**config.mk**
```make
export PLATFORM = sky130hd
export DESIGN_NAME = hazard_ctrl
export DESIGN_NICKNAME = d
export VERILOG_FILES = /design/src/rtl/hazard_ctrl.sv
export SDC_FILE = /design/constraint.sdc
export NUM_CORES = 1
export LEC_CHECK = 0
export BUFFER_PORTS_ARGS = -buffer_cell sky130_fd_sc_hd__buf_4
export CORE_ASPECT_RATIO = 1.2
export CORE_UTILIZATION = 51
export CTS_CLUSTER_DIAMETER = 80
export DETAILED_ROUTE_END_ITERATION = 8
export PLACE_DENSITY = 0.89
export SLEW_MARGIN = 10
export SYNTH_ARGS = -nofsm -noshare
export SYNTH_HDL_FRONTEND = slang
export SYNTH_SLANG_ARGS = --single-unit
export TNS_END_PERCENT = 1
```
**constraint.sdc**
```tcl
create_clock -name clk -period 7.6 [get_ports clk]
set_input_delay 1.9 -clock clk [delete_from_list [all_inputs] [get_ports clk]]
set_output_delay 1.9 -clock clk [all_outputs]
set_load 0.01 [all_outputs]
```
**src/rtl/hazard_ctrl.sv**
```systemverilog
// Hazard/stall controller for the IF/ID and ID/EX registers of the 5-stage MIPS core.
// Define HAZARD_FWD_EN to enable EX-stage forwarding; otherwise RAW hazards are resolved by stalling.
module hazard_ctrl #(
  parameter int unsigned MEM_TIMEOUT = 255,
  parameter int unsigned CNT_W       = 16
) (
  input  logic             clk,
  input  logic             startin,
  input  logic [4:0]       id_rs,
  input  logic [4:0]       id_rt,
  input  logic             id_uses_rt,
  input  logic             id_jump,
  input  logic             ex_memread,
  input  logic             ex_regwrite,
  input  logic [4:0]       ex_rd,
  input  logic [4:0]       ex_rs,
  input  logic [4:0]       ex_rt,
  input  logic             ex_branch_taken,
  input  logic             mem_regwrite,
  input  logic [4:0]       mem_rd,
  input  logic             wb_regwrite,
  input  logic [4:0]       wb_rd,
  input  logic             mem_wait,
  output logic             pc_write,
  output logic             if_id_write,
  output logic             if_id_flush,
  output logic             id_ex_write,
  output logic             id_ex_flush,
  output logic             ex_mem_write,
  output logic [1:0]       forward_a,
  output logic [1:0]       forward_b,
  output logic             mem_err,
  output logic [CNT_W-1:0] stall_cycles
);

  localparam int unsigned WAIT_W = (MEM_TIMEOUT < 2) ? 1 : $clog2(MEM_TIMEOUT + 1);

  typedef enum logic [1:0] {RUN, FREEZE, HALT} state_t;

  state_t            state, state_nx;
  logic [WAIT_W-1:0] wait_cnt, wait_cnt_nx;
  logic              mem_err_nx;
  logic [CNT_W-1:0]  stall_nx;
  logic              load_use;
  logic              raw_stall;
  logic              unused_in;

  // A load whose destination is read by the instruction in ID needs one bubble.
  assign load_use = ex_memread && (ex_rd != 5'd0) &&
                    ((ex_rd == id_rs) || (id_uses_rt && (ex_rd == id_rt)));

`ifdef HAZARD_FWD_EN
  assign raw_stall = 1'b0;
  assign unused_in = ex_regwrite;

  // EX/MEM result has priority over MEM/WB since it is the younger producer.
  always_comb begin
    forward_a = 2'b00;
    forward_b = 2'b00;
    if (mem_regwrite && (mem_rd != 5'd0) && (mem_rd == ex_rs))
      forward_a = 2'b10;
    else if (wb_regwrite && (wb_rd != 5'd0) && (wb_rd == ex_rs))
      forward_a = 2'b01;
    if (mem_regwrite && (mem_rd != 5'd0) && (mem_rd == ex_rt))
      forward_b = 2'b10;
    else if (wb_regwrite && (wb_rd != 5'd0) && (wb_rd == ex_rt))
      forward_b = 2'b01;
  end
`else
  // Without forwarding, wait until producers in EX and MEM have retired; WB writes early enough.
  assign raw_stall =
    (ex_regwrite && (ex_rd != 5'd0) &&
     ((ex_rd == id_rs) || (id_uses_rt && (ex_rd == id_rt)))) ||
    (mem_regwrite && (mem_rd != 5'd0) &&
     ((mem_rd == id_rs) || (id_uses_rt && (mem_rd == id_rt))));
  assign unused_in = ^{ex_rs, ex_rt, wb_regwrite, wb_rd};
  assign forward_a = 2'b00;
  assign forward_b = 2'b00;
`endif

  always_ff @(posedge clk or posedge startin) begin
    if (startin) begin
      state        <= RUN;
      wait_cnt     <= '0;
      mem_err      <= 1'b0;
      stall_cycles <= '0;
    end else begin
      state        <= state_nx;
      wait_cnt     <= wait_cnt_nx;
      mem_err      <= mem_err_nx;
      stall_cycles <= stall_nx;
    end
  end

  // Next state and pipeline controls; priority HALT > mem_wait > branch > jump > hazard.
  always_comb begin
    state_nx     = state;
    wait_cnt_nx  = wait_cnt;
    mem_err_nx   = mem_err;
    pc_write     = 1'b1;
    if_id_write  = 1'b1;
    if_id_flush  = 1'b0;
    id_ex_write  = 1'b1;
    id_ex_flush  = 1'b0;
    ex_mem_write = 1'b1;

    if (startin) begin
      pc_write     = 1'b0;
      if_id_write  = 1'b0;
      id_ex_write  = 1'b0;
      ex_mem_write = 1'b0;
      if_id_flush  = 1'b1;
      id_ex_flush  = 1'b1;
    end else if (state == HALT) begin
      pc_write     = 1'b0;
      if_id_write  = 1'b0;
      id_ex_write  = 1'b0;
      ex_mem_write = 1'b0;
    end else if (mem_wait) begin
      pc_write     = 1'b0;
      if_id_write  = 1'b0;
      id_ex_write  = 1'b0;
      ex_mem_write = 1'b0;
      if (wait_cnt == WAIT_W'(MEM_TIMEOUT)) begin
        state_nx   = HALT;
        mem_err_nx = 1'b1;
      end else begin
        state_nx    = FREEZE;
        wait_cnt_nx = wait_cnt + WAIT_W'(1);
      end
    end else begin
      state_nx    = RUN;
      wait_cnt_nx = '0;
      if (ex_branch_taken) begin
        if_id_flush = 1'b1;
        id_ex_flush = 1'b1;
      end else if (id_jump) begin
        if_id_flush = 1'b1;
      end else if (load_use || raw_stall) begin
        pc_write    = 1'b0;
        if_id_write = 1'b0;
        id_ex_flush = 1'b1;
      end
    end

    stall_nx = stall_cycles;
    if (!pc_write && (stall_cycles != {CNT_W{1'b1}}))
      stall_nx = stall_cycles + CNT_W'(1);
  end

endmodule
```
Yosys cells after proc, flatten, opt, wreduce, memory -nomap -nowiden
Index checks and enable logic that the tools add are counted.

storage, ports and cells
  flip-flop bits (word level) = 27
  input bits = 45
  output and inout bits = 27
  word-level logic and storage cells = 59

cells by class
  add/subtract/negate cells = 2
  eq/ne operators = 8
  muxes and demuxes = 24
  bitwise gates (word level) = 2
  reductions and logical operators = 19

operators by type and width
  cell                     count
  $eq A5 B5 Y1             4
  $mux W1                  20
  $add A16 B1 Y16 const B  1
  $mux W8                  2
  $ne A16 B16 Y1 const B   1
  $reduce_bool A5 Y1       2
  $logic_and A1 B1 Y1      9
  $add A8 B1 Y8 const B    1
  $eq A8 B8 Y1 const B     1
  $logic_or A1 B1 Y1       4
  $mux W2                  2
  $reduce_and A4 Y1        1
  $reduce_and A3 Y1        1
  $eq A2 B2 Y1 const B     1
  $ne A2 B2 Y1 const B     1
  $not A1 Y1               2
  $reduce_and A2 Y1        1
  $logic_not A1 Y1         1

Logic depth before layout (Yosys ltp)
Gate-level depths: netlist of the first run.

  word-level depth = 14
  depth in mapped cells = 9
  depth with buffers taken out = 8

Least setup slack after synthesis of the first run
No wires, ideal clock.

  path type = input-to-output
  start = input port ex_rd[4]
  end = output port pc_write
  arrival = 3.288 ns
  data required time = 5.700 ns
  path slack = 2.412 ns
  stages on the path = 8
  buffers on the path = 3
  path through = xor2_1 > nor4_2 > a32oi_1 > o22a_1 > o31a_1 > buf_6 > buf_6 > buf_4

between the ends
  longest elaborated chain between the ends = 12
  elaborated cells on any way between the ends = 17
  those cells by class = eq/ne: 2; mux: 6; reduce/logical: 9

ends and longest elaborated chain
  item                      RTL line  RTL
  from (decl)               15        input logic [4:0] ex_rd,
  $eq A5 B5 Y1              50, 73
  $logic_and A1 B1 Y1       50, 73
  $logic_or A1 B1 Y1        50, 73
  $logic_and A1 B1 Y1       72        (ex_regwrite && (ex_rd != 5'd0) &&
  $logic_or A1 B1 Y1        73        ((ex_rd == id_rs) || (id_uses_rt && (ex_rd == id_rt)))) ||
  $logic_or A1 B1 Y1 (*)    139       end else if (load_use || raw_stall) begin
  $mux W1 (*) (6 in a row)  -
  to (decl)                 24        output logic pc_write,

Mark *: on every way between the ends. The rest lies on a longest branch, timed or not.

Worst setup path in the final report of the first run
  start = input port ex_rd[1]
  end = output port if_id_write

between the ends
  longest elaborated chain between the ends = 12
  elaborated cells on any way between the ends = 17
  those cells by class = eq/ne: 2; mux: 6; reduce/logical: 9

ends and longest elaborated chain
  item                    RTL line  RTL
  $eq A5 B5 Y1            50, 73
  $logic_and A1 B1 Y1     50, 73
  $logic_or A1 B1 Y1      50, 73
  $logic_and A1 B1 Y1     72
  $logic_or A1 B1 Y1      73
  $logic_or A1 B1 Y1 (*)  139
  $mux W1 (*)             139
  $mux W1 (*)             137       end else if (id_jump) begin
  $mux W1 (*)             134       if (ex_branch_taken) begin
  $mux W1 (*)             119       end else if (mem_wait) begin
  $mux W1 (*)             114       end else if (state == HALT) begin
  $mux W1 (*)             107       if (startin) begin
  to (decl)               25        output logic if_id_write,

Marks and branches as above.

==> results of run 1 <==
[layout make-up]
type,count,area (um2),share of cell area
clock buffer,3,22.5,0.0108
clock inverter,1,7.51,0.00359
inverter,2,7.51,0.00359
multi-input combinational,143,933,0.447
sequential,27,676,0.323
tap,36,45.0,0.0216
timing repair buffer,53,398,0.190
[stage by stage]
step | utilization | cells | setup WS [ns] | power [mW] | hold WS, ns
floorplan | - | 182 | 2.41 | 0.335 | 0.437
CTS | 0.672 | 265 | 2.22 | 0.494 | 0.496
global route | 0.672 | 265 | 2.13 | 0.524 | 0.523
global placement | 0.662 | 261 | 2.26 | 0.422 | 0.452
detailed placement | 0.662 | 261 | 2.22 | 0.431 | 0.464
finish | 0.672 | 265 | 2.22 | 0.492 | 0.494
[flip-flops by register name (all words and copies together), names as in the netlist]
register,cells
stall_cycles,16
mem_err,1
state,2
wait_cnt,8
[final timing paths]
check | end | cells past startpoint
worst min-delay path | state[1] | 1
worst min register to register | state[1] | 1
max in group asynchronous | stall_cycles[4] | 3
worst max register to register | stall_cycles[1] | 6
worst max-delay path | if_id_write | 7
min in group asynchronous | wait_cnt[0] | 3
[placed cells by master, fill, tap and decap left out, drive strengths merged, types with 2 or more instances in the layout]
cell,Yosys,routed
a32oi,2,2
and3,6,6
buf,9,53
clkbuf,1,3
conb,1,4
dfrtp,27,27
ha,2,2
inv,2,2
nand2,20,20
nand3,9,9
nor2,13,13
nor3,16,16
nor3b,2,2
nor4,3,3
o21ai,14,14
or4,2,2
xnor2,3,3
xor2,32,32
[cells by family (layout without fill, tap and decap cells)]
logic type | count (synthesis) | count (layout)
simple gates | 76 | 76
xor+xnor | 35 | 35
flops | 27 | 27
compound gates | 25 | 25
buf+inv | 12 | 59
fa+ha+maj | 2 | 2
other cells | 1 | 4
mux | 1 | 1
[where the power goes]
| part | switching, mW | leakage, nW | internal (mW) |
|---|---|---|---|
| Combinational | 0.0941 | 0.649 | 0.102 |
| Sequential | 0.0476 | 0.323 | 0.185 |
| Clock | 0.0429 | 0.0139 | 0.0201 |
[layer usage]
layer,track usage,routed length [um]
met1,0.246,1520
met2,0.434,1910
met3,0.0258,235
met4,0.0962,42
met5,0,0
==> flow_summary.yaml, run 1 <==
clock_network:
  cts.repair.resized: 0
  insertion_delay_ns: 0.33
  holdBufCountCts: 0
  clk_pin_slew_ns: 0.14
  cts_buffers: 3
  clock_path_buffers: 2
  cts_tree: "done"
  cts.sinks: 27
  cts_htree_levels: 1
  clockRootBuffer: "clkbuf_4"
  postCtsSetupBuffers: 0
route:
  dr.pass1.iters: 4
  drtAntennaViolNets: 0
  drc: 0
  via_per_inst: 5.49
  routed-via-count: 1454
  drtIter0Drc: 47
  wl_per_cell_um: 14.0
  drt-total-wl_mm: 3.71
floorplan:
  start_util: 0.541
  core_area_um2: 3110
  ios: 72
  rows: 22
  die-width_um: 54.4
  dieArea_um2: 3530
  fp.dieH_um: 64.9
setup_path:
  crit_chain: "buf_4, or4_1, o22ai_1, o22a_1, o31a_1, buf_4, buf_4"
  critPathBufInv: 3
  end_kind: "primary output"
  cp.required_ns: 5.70
  reg2reg_slack_ns: 5.00
  crit_path_frequent_cell: "buf_4"
  crit_start: "ex_rd[1]"
  crit_path_top_delay_cell: "or4_1"
  worstReg2RegStart: "stall_cycles[0]"
  max_stage_delay_ns: 0.56
  cp_top_family: "simple AND/OR/NAND/NOR gates"
  path_max_fanout: 18
  cp-start-kind: "input pin"
  critPathKind: "in -> out"
  arrival_ns: 3.48
synthesis:
  synth-edff-count: 0
  ys_ff_latch: 27
  syn_area_um2: 1680
  syn_inst: 179
  synth_warnings: 0
  yosys-top-cells-area: "dfrtp_1 (40%), xor2_1 (17%), nand2_1 (4.5%), nor3_2 (4.2%), o21ai_0 (4.2%)"
  synthMuxAreaShare: 0.00670
  synth_fa_ha_area_frac: 0.0149
  async_reset_ff_frac: 1.00
  synth_xor_area_frac: 0.182
  ys.flop_type: "dfrtp_1"
  yosys-top-cells-count: "xor2_1 (32), dfrtp_1 (27), nand2_1 (20)"
  avgSynthCellArea_um2: 9.39
  yosysSeqAreaShare: 0.402
  synth_compound_area_frac: 0.0945
  synth_top_family_by_area: "simple AND/OR/NAND/NOR gates"
  synth_top_cell_area_share: 0.402
  yosysMostFrequentCell: "xor2_1"
  yosys.area_share.simple: 0.248
  synth.largest_area_cell: "dfrtp_1"
  yosysUniqueCellTypes: 37
grt:
  grt_pass1_wl_mm: 6.01
  track_usage: 0.232
  grt_max_degree: 31
  grt-ovfl-total: 0
  antenna_found_initial: 0
  grt_pass1_vias: 1463
sta:
  final-setup-viol-count: 0
  timing.final.hold_violations: 0
  slew_headroom: 0.548
  period_needed_ns: 5.38
  grt_setup_unrepaired: "no"
  finalCritPeriodShare: 0.708
  worst_pin_slew_ns: 0.679
  skew_ns: 0.0117
  setup_tns_ns: 0
  max_freq_ghz: 0.186
  slew_violations: 0
worst_hold_path:
  min_from: "state[1]"
  hold_class: "reg -> reg"
finish:
  layout-area-overhead-vs-synth_pct: 24.3
  layout.nets: 277
  design_area_um2: 2090
  drive_gt1_frac: 0.301
  filler_cell_count: 265
  diodes: 0
place:
  postPlaceCellArea_um2: 2060
  gp_congestion: 0.748
  port-buffer-count: 51
  hpwl_mm: 2.83
power:
  pwr_density_cell_nw_per_um2: 235
  ir_worst_vdd_uv: 213
  power.leakage_nw: 0.987
run:
  drv_cap: 0
status:
  status: "completed"
(Power assumes the default switching activity.)
==> inputs of run 2 (changes only) <==
Settings changed: ABC_AREA set to 1, CORE_UTILIZATION 51 to 50, PLACE_DENSITY 0.89 to 0.84.
Clock period 7.6 ns to 5.5 ns, I/O delays scaled along.
==> run 2 against run 1 <==
  * Sequential share of layout area is 5.1 points lower
  * Global-route usage hardly changed
  * Critical endpoint unchanged
  * Utilization is 3.8 points lower
  * Die area rose by 22%
  * Synthesized area grew 21%
  * Register-to-register slack worse by 1.5 ns
  * Critical path depth grew 5
==> flow_summary.yaml, run 2 <==
synthesis:
  yosysMostFrequentCell: "nand2_1"
  yosys-top-cells-area: "dfrtp_1 (33%), nand2_1 (20%), nand3_1 (7.4%), inv_1 (7.0%), xor2_1 (5.2%)"
  yosysUniqueCellTypes: 30
  ys_ff_latch: 27
  ys.flop_type: "dfrtp_1"
  synth_warnings: 0
  yosysSeqAreaShare: 0.333
  yosys-top-cells-count: "nand2_1 (106), inv_1 (38), nand3_1 (30)"
  async_reset_ff_frac: 1.00
  avgSynthCellArea_um2: 6.73
  syn_area_um2: 2030
  synth.largest_area_cell: "dfrtp_1"
  synth_top_cell_area_share: 0.333
  syn_inst: 302
  synth-edff-count: 0
sta:
  grt_setup_unrepaired: "no"
  slew_violations: 0
  skew_ns: 0.00601
  setup_tns_ns: 0
  slew_headroom: 0.629
  final-setup-viol-count: 0
  final.setup.worst_slack_ns: 1.62
  whs_ns: 0.474
  finalCritPeriodShare: 0.706
  max_freq_ghz: 0.257
  timing.final.hold_violations: 0
  worst_pin_slew_ns: 0.554
  period_needed_ns: 3.88
run:
  drv_cap: 0
grt:
  grt_pass1_vias: 1943
  grt-busiest-layer: "met2"
  grt_max_degree: 28
  use_met1: 0.276
  use_met3: 0.0253
  grt_use_met2: 0.422
  grt-ovfl-total: 0
  track_usage: 0.232
  grt_pass1_wl_mm: 7.95
  antenna_found_initial: 0
setup_path:
  r2r_end: "stall_cycles[3]"
  path_max_fanout: 18
  cp.required_ns: 4.12
  worstReg2RegStart: "stall_cycles[0]"
  arrival_ns: 2.51
  cp-start-kind: "input pin"
  reg2reg_depth: 7
  critPathKind: "in -> out"
  reg2reg_slack_ns: 3.55
  end_kind: "primary output"
clock_network:
  insertion_delay_ns: 0.28
  postCtsSetupBuffers: 0
  cts_tree: "done"
  cts.repair.resized: 0
  clockRootBuffer: "clkbuf_8"
  holdBufCountCts: 0
  cts.sinks: 27
  clk_pin_slew_ns: 0.10
  cts_htree_levels: 1
  cts_buffers: 3
  clock_path_buffers: 2
finish:
  final_common_cell: "nand2_1"
  multi_input_area_um2: 1130
  diodes: 0
  largest_register_ffs: 16
  layout-area-overhead-vs-synth_pct: 22.0
  seq_area_um2: 676
  top_regs: "stall_cycles (16), wait_cnt (8), state (2)"
  final_cell_mix: "nand2_1 (106), buf_4 (52), inv_1 (38)"
  regMostFlops: "stall_cycles"
  final_util: 0.634
  filler_cell_count: 367
  layout.nets: 399
  drive_gt1_frac: 0.199
place:
  hpwl_mm: 3.41
  port-buffer-count: 51
  gp_congestion: 0.855
  dp_slack_ns: 1.61
route:
  routed-via-count: 1986
  drtAntennaViolNets: 0
  drc: 0
  drtIter0Drc: 66
  drt-total-wl_mm: 4.38
  dr.pass1.iters: 4
  wl_per_cell_um: 10.8
  via_per_inst: 4.90
floorplan:
  fp.dieH_um: 71.8
  core_area_um2: 3910
  dieArea_um2: 4320
  start_util: 0.520
  rows: 25
  die-width_um: 60.2
  ios: 72
power:
  power_uw: 548
  ir_worst_vdd_uv: 126
  power.leakage_nw: 1.40
  pwr_density_cell_nw_per_um2: 221
worst_hold_path:
  min_from: "mem_err"
  hold_depth: 2
  min_to: "mem_err"
  hold_class: "reg -> reg"
status:
  status: "completed"
[run 2: per-stage QoR]
step	instance area, um2	std cells
5_1_grt	2480	405
4_1_cts	2480	405
6_report	2480	405
2_1_floorplan	2040	305
3_3_place_gp	2430	401
3_5_place_dp	2430	401
[run 2: cell families after synthesis]
kind of cell / Yosys count / share of synthesized area
simple gates: 181 / 0.401
compound gates: 15 / 0.0419
xor+xnor: 22 / 0.0948
flops: 27 / 0.333
fa+ha+maj: 2 / 0.0123
buf+inv: 54 / 0.116
other cells: 1 / 0.00185
[run 2: critical path, cell delays in order]
cell and delay, ns:
buf_4 0.12, nor2_1 0.10, nor2_1 0.05, nor2_1 0.10
nand3_1 0.08, nand2_1 0.06, nand2_1 0.05, nand2_1 0.09
nand3_2 0.09, nand2_4 0.20, inv_2 0.06, buf_4 0.14
[run 2: layout make-up]
| class | instances | area share |
|---|---|---|
| Tap cell | 54 | 0.0272 |
| Sequential cell | 27 | 0.272 |
| Timing Repair Buffer | 52 | 0.157 |
| Clock inverter | 1 | 0.00303 |
| Inverter | 44 | 0.0666 |
| Multi-Input combinational cell | 224 | 0.457 |
| Clock buffer | 3 | 0.0166 |
[run 2: report_power, final]
group | total, mW | switching, mW | internal, mW | leakage (nW)
logic | 0.177 | 0.0940 | 0.0831 | 1.02
registers | 0.256 | 0.0337 | 0.222 | 0.359
clock network | 0.116 | 0.0642 | 0.0515 | 0.0217
[run 2: how the worst max path moves through the flow]
| stage | startpoint | endpoint | slack [ns] | cells past startpoint |
|---|---|---|---|---|
| 2_1_floorplan | ex_rd[3] | pc_write | 1.72 | 13 |
| 3_3_place_gp | ex_rd[0] | if_id_write | 1.61 | 12 |
| 3_5_place_dp | ex_rd[0] | if_id_write | 1.61 | 12 |
| 4_1_cts | ex_rd[0] | if_id_write | 1.61 | 12 |
| 5_1_grt | mem_rd[1] | pc_write | 1.46 | 13 |
| 6_report | ex_rd[0] | if_id_write | 1.62 | 12 |
[run 2: per-layer routing]
layer,wire length [um],vias up
li1,-,1032
met1,1880,889
met2,2270,56
met3,158,9
met4,80,0
met5,0,-
==> inputs of run 3 (changes only) <==
Settings changed: CORE_UTILIZATION 50 to 45, PLACE_DENSITY 0.84 to 0.8.
Clock period 5.5 ns to 3.4 ns, I/O delays scaled along.
==> run 3 against run 2 <==
  * Largest power group unchanged
  * Worst hold slack improved by 0.00065 ns
  * Clock skew decreased by 0.0043 ns
  * Cell area about the same
  * Highest routed layer unchanged
  * Final cell count increased by 0.49%
  * Critical endpoint unchanged
  * Critical path depth increased by 1
  * Flip-flop and latch count unchanged
  * Via count increased by 1.3%
  * Die area increased by 11%
  * Clock power increased by 60%
  * Setup slack got worse by 1.1 ns
  * First-iteration DRC count increased by 18%
==> flow_summary.yaml, run 3 (same netlist as run 2, synthesis figures left out) <==
worst_hold_path:
  hold_class: "reg -> reg"
sta:
  timing.final.hold_violations: 0
  worst_pin_slew_ns: 0.635
  final-setup-viol-count: 0
  finalCritPeriodShare: 0.845
  setup_tns_ns: 0
  max_freq_ghz: 0.348
  grt_setup_unrepaired: "no"
  period_needed_ns: 2.87
  slew_headroom: 0.575
  skew_ns: 0.00171
  slew_violations: 0
power:
  combPwrFrac: 0.322
  switching_power_uw: 306
  ir_worst_vdd_uv: 162
  power.leakage_nw: 1.40
  seq_power_share: 0.467
  switching_share: 0.346
  clkPwrFrac: 0.211
  p_int_uw: 577
  power_uw: 883
  pwr_density_cell_nw_per_um2: 356
floorplan:
  fp.dieH_um: 75.6
  rows: 26
  core_area_um2: 4290
  die-width_um: 63.3
  start_util: 0.473
  ios: 72
  dieArea_um2: 4790
grt:
  grt_max_degree: 28
  grt-ovfl-total: 0
  grt_pass1_vias: 1858
  track_usage: 0.198
  grt_pass1_wl_mm: 7.72
  antenna_found_initial: 0
setup_path:
  reg2reg_slack_ns: 1.47
  crit_start: "id_rt[4]"
  reg2reg_depth: 7
  end_kind: "primary output"
  cp-start-kind: "input pin"
  crit_end: "if_id_write"
  critPathKind: "in -> out"
  cp.required_ns: 2.55
  r2r_end: "stall_cycles[3]"
  path_max_fanout: 18
  worstReg2RegStart: "stall_cycles[0]"
  arrival_ns: 2.02
finish:
  drive_gt1_frac: 0.197
  regMostFlops: "stall_cycles"
  final_common_cell: "nand2_1"
  layout.nets: 399
  layout-area-overhead-vs-synth_pct: 22.0
  largest_register_ffs: 16
  top_regs: "stall_cycles (16), wait_cnt (8), state (2)"
  filler_cell_count: 432
  final_cell_mix: "nand2_1 (106), buf_4 (52), inv_1 (38)"
  diodes: 0
  final_util: 0.577
clock_network:
  cts.sinks: 27
  cts_htree_levels: 1
  clock_path_buffers: 2
  clk_pin_slew_ns: 0.09
  cts.repair.resized: 0
  holdBufCountCts: 0
  clockRootBuffer: "clkbuf_8"
  cts_tree: "done"
  insertion_delay_ns: 0.27
  postCtsSetupBuffers: 0
  cts_buffers: 3
place:
  hpwl_mm: 3.44
  gp_congestion: 0.858
  port-buffer-count: 51
route:
  drt-total-wl_mm: 4.50
  dr.pass1.iters: 4
  drtAntennaViolNets: 0
  drc: 0
  routed-via-count: 2012
  drtIter0Drc: 78
  wl_per_cell_um: 11.1
  via_per_inst: 4.94
status:
  status: "completed"
run:
  drv_cap: 0
run 3: changes by cell type in the layout (fill, tap and decap cells not counted):
| cell | before | now |
|---|---|---|
| clkinvlp_4 | 1 | 0 |
| clkbuf_1 | 0 | 1 |
run 3: metrics by stage:
step           instance area, um2  std cells  setup WS (ns)  hold WS, ns
6_report                     2480        407          0.528        0.475
5_1_grt                      2480        407          0.380        0.499
4_1_cts                      2480        407          0.526        0.485
3_5_place_dp                 2430        403          0.525        0.463
3_3_place_gp                 2430        403          0.553        0.453
2_1_floorplan                2040        305          0.666        0.449
run 3: how the worst min path moves through the flow:
stage	start	to	slack, ns	cells after the start
floorplan	state[0]	state[0]	0.45	2
global placement	mem_err	mem_err	0.45	2
detailed placement	mem_err	mem_err	0.46	2
CTS	mem_err	mem_err	0.49	2
global route	mem_err	mem_err	0.50	2
finish	mem_err	mem_err	0.48	2
run 3: power by group through the flow:
stage	sequential, mW	clock, mW	combinational (mW)
global route	0.420	0.200	0.321
floorplan	0.422	0	0.158
detailed placement	0.418	0	0.285
global placement	0.417	0	0.280
CTS	0.412	0.187	0.287
finish	0.413	0.186	0.284
run 3: critical path, cell delays in order:
cell,delay [ns]
buf_4,0.10
inv_1,0.05
nand2_1,0.05
nand2_1,0.05
nor2_1,0.13
nand3_1,0.08
nand2_1,0.06
nand2_1,0.04
nand2_1,0.11
nand3_2,0.10
nand2_4,0.20
inv_2,0.06
buf_4,0.14
run 3: cell type report:
| class | count | area [um2] | area share |
|---|---|---|---|
| well taps | 56 | 70.1 | 0.0283 |
| clock buffers | 4 | 45.0 | 0.0182 |
| inverters | 44 | 165 | 0.0666 |
| flip-flops and latches | 27 | 676 | 0.273 |
| multi-input cells | 224 | 1130 | 0.457 |
| repair buffers | 52 | 390 | 0.157 |
run 3: routing by layer:
metal / up-vias / routed length, um / global-route usage
met5: - / 0 / 0
met4: 0 / 50 / 0.0581
met3: 5 / 135 / 0.0180
met2: 42 / 2260 / 0.375
met1: 935 / 2060 / 0.240
li1: 1030 / - / -
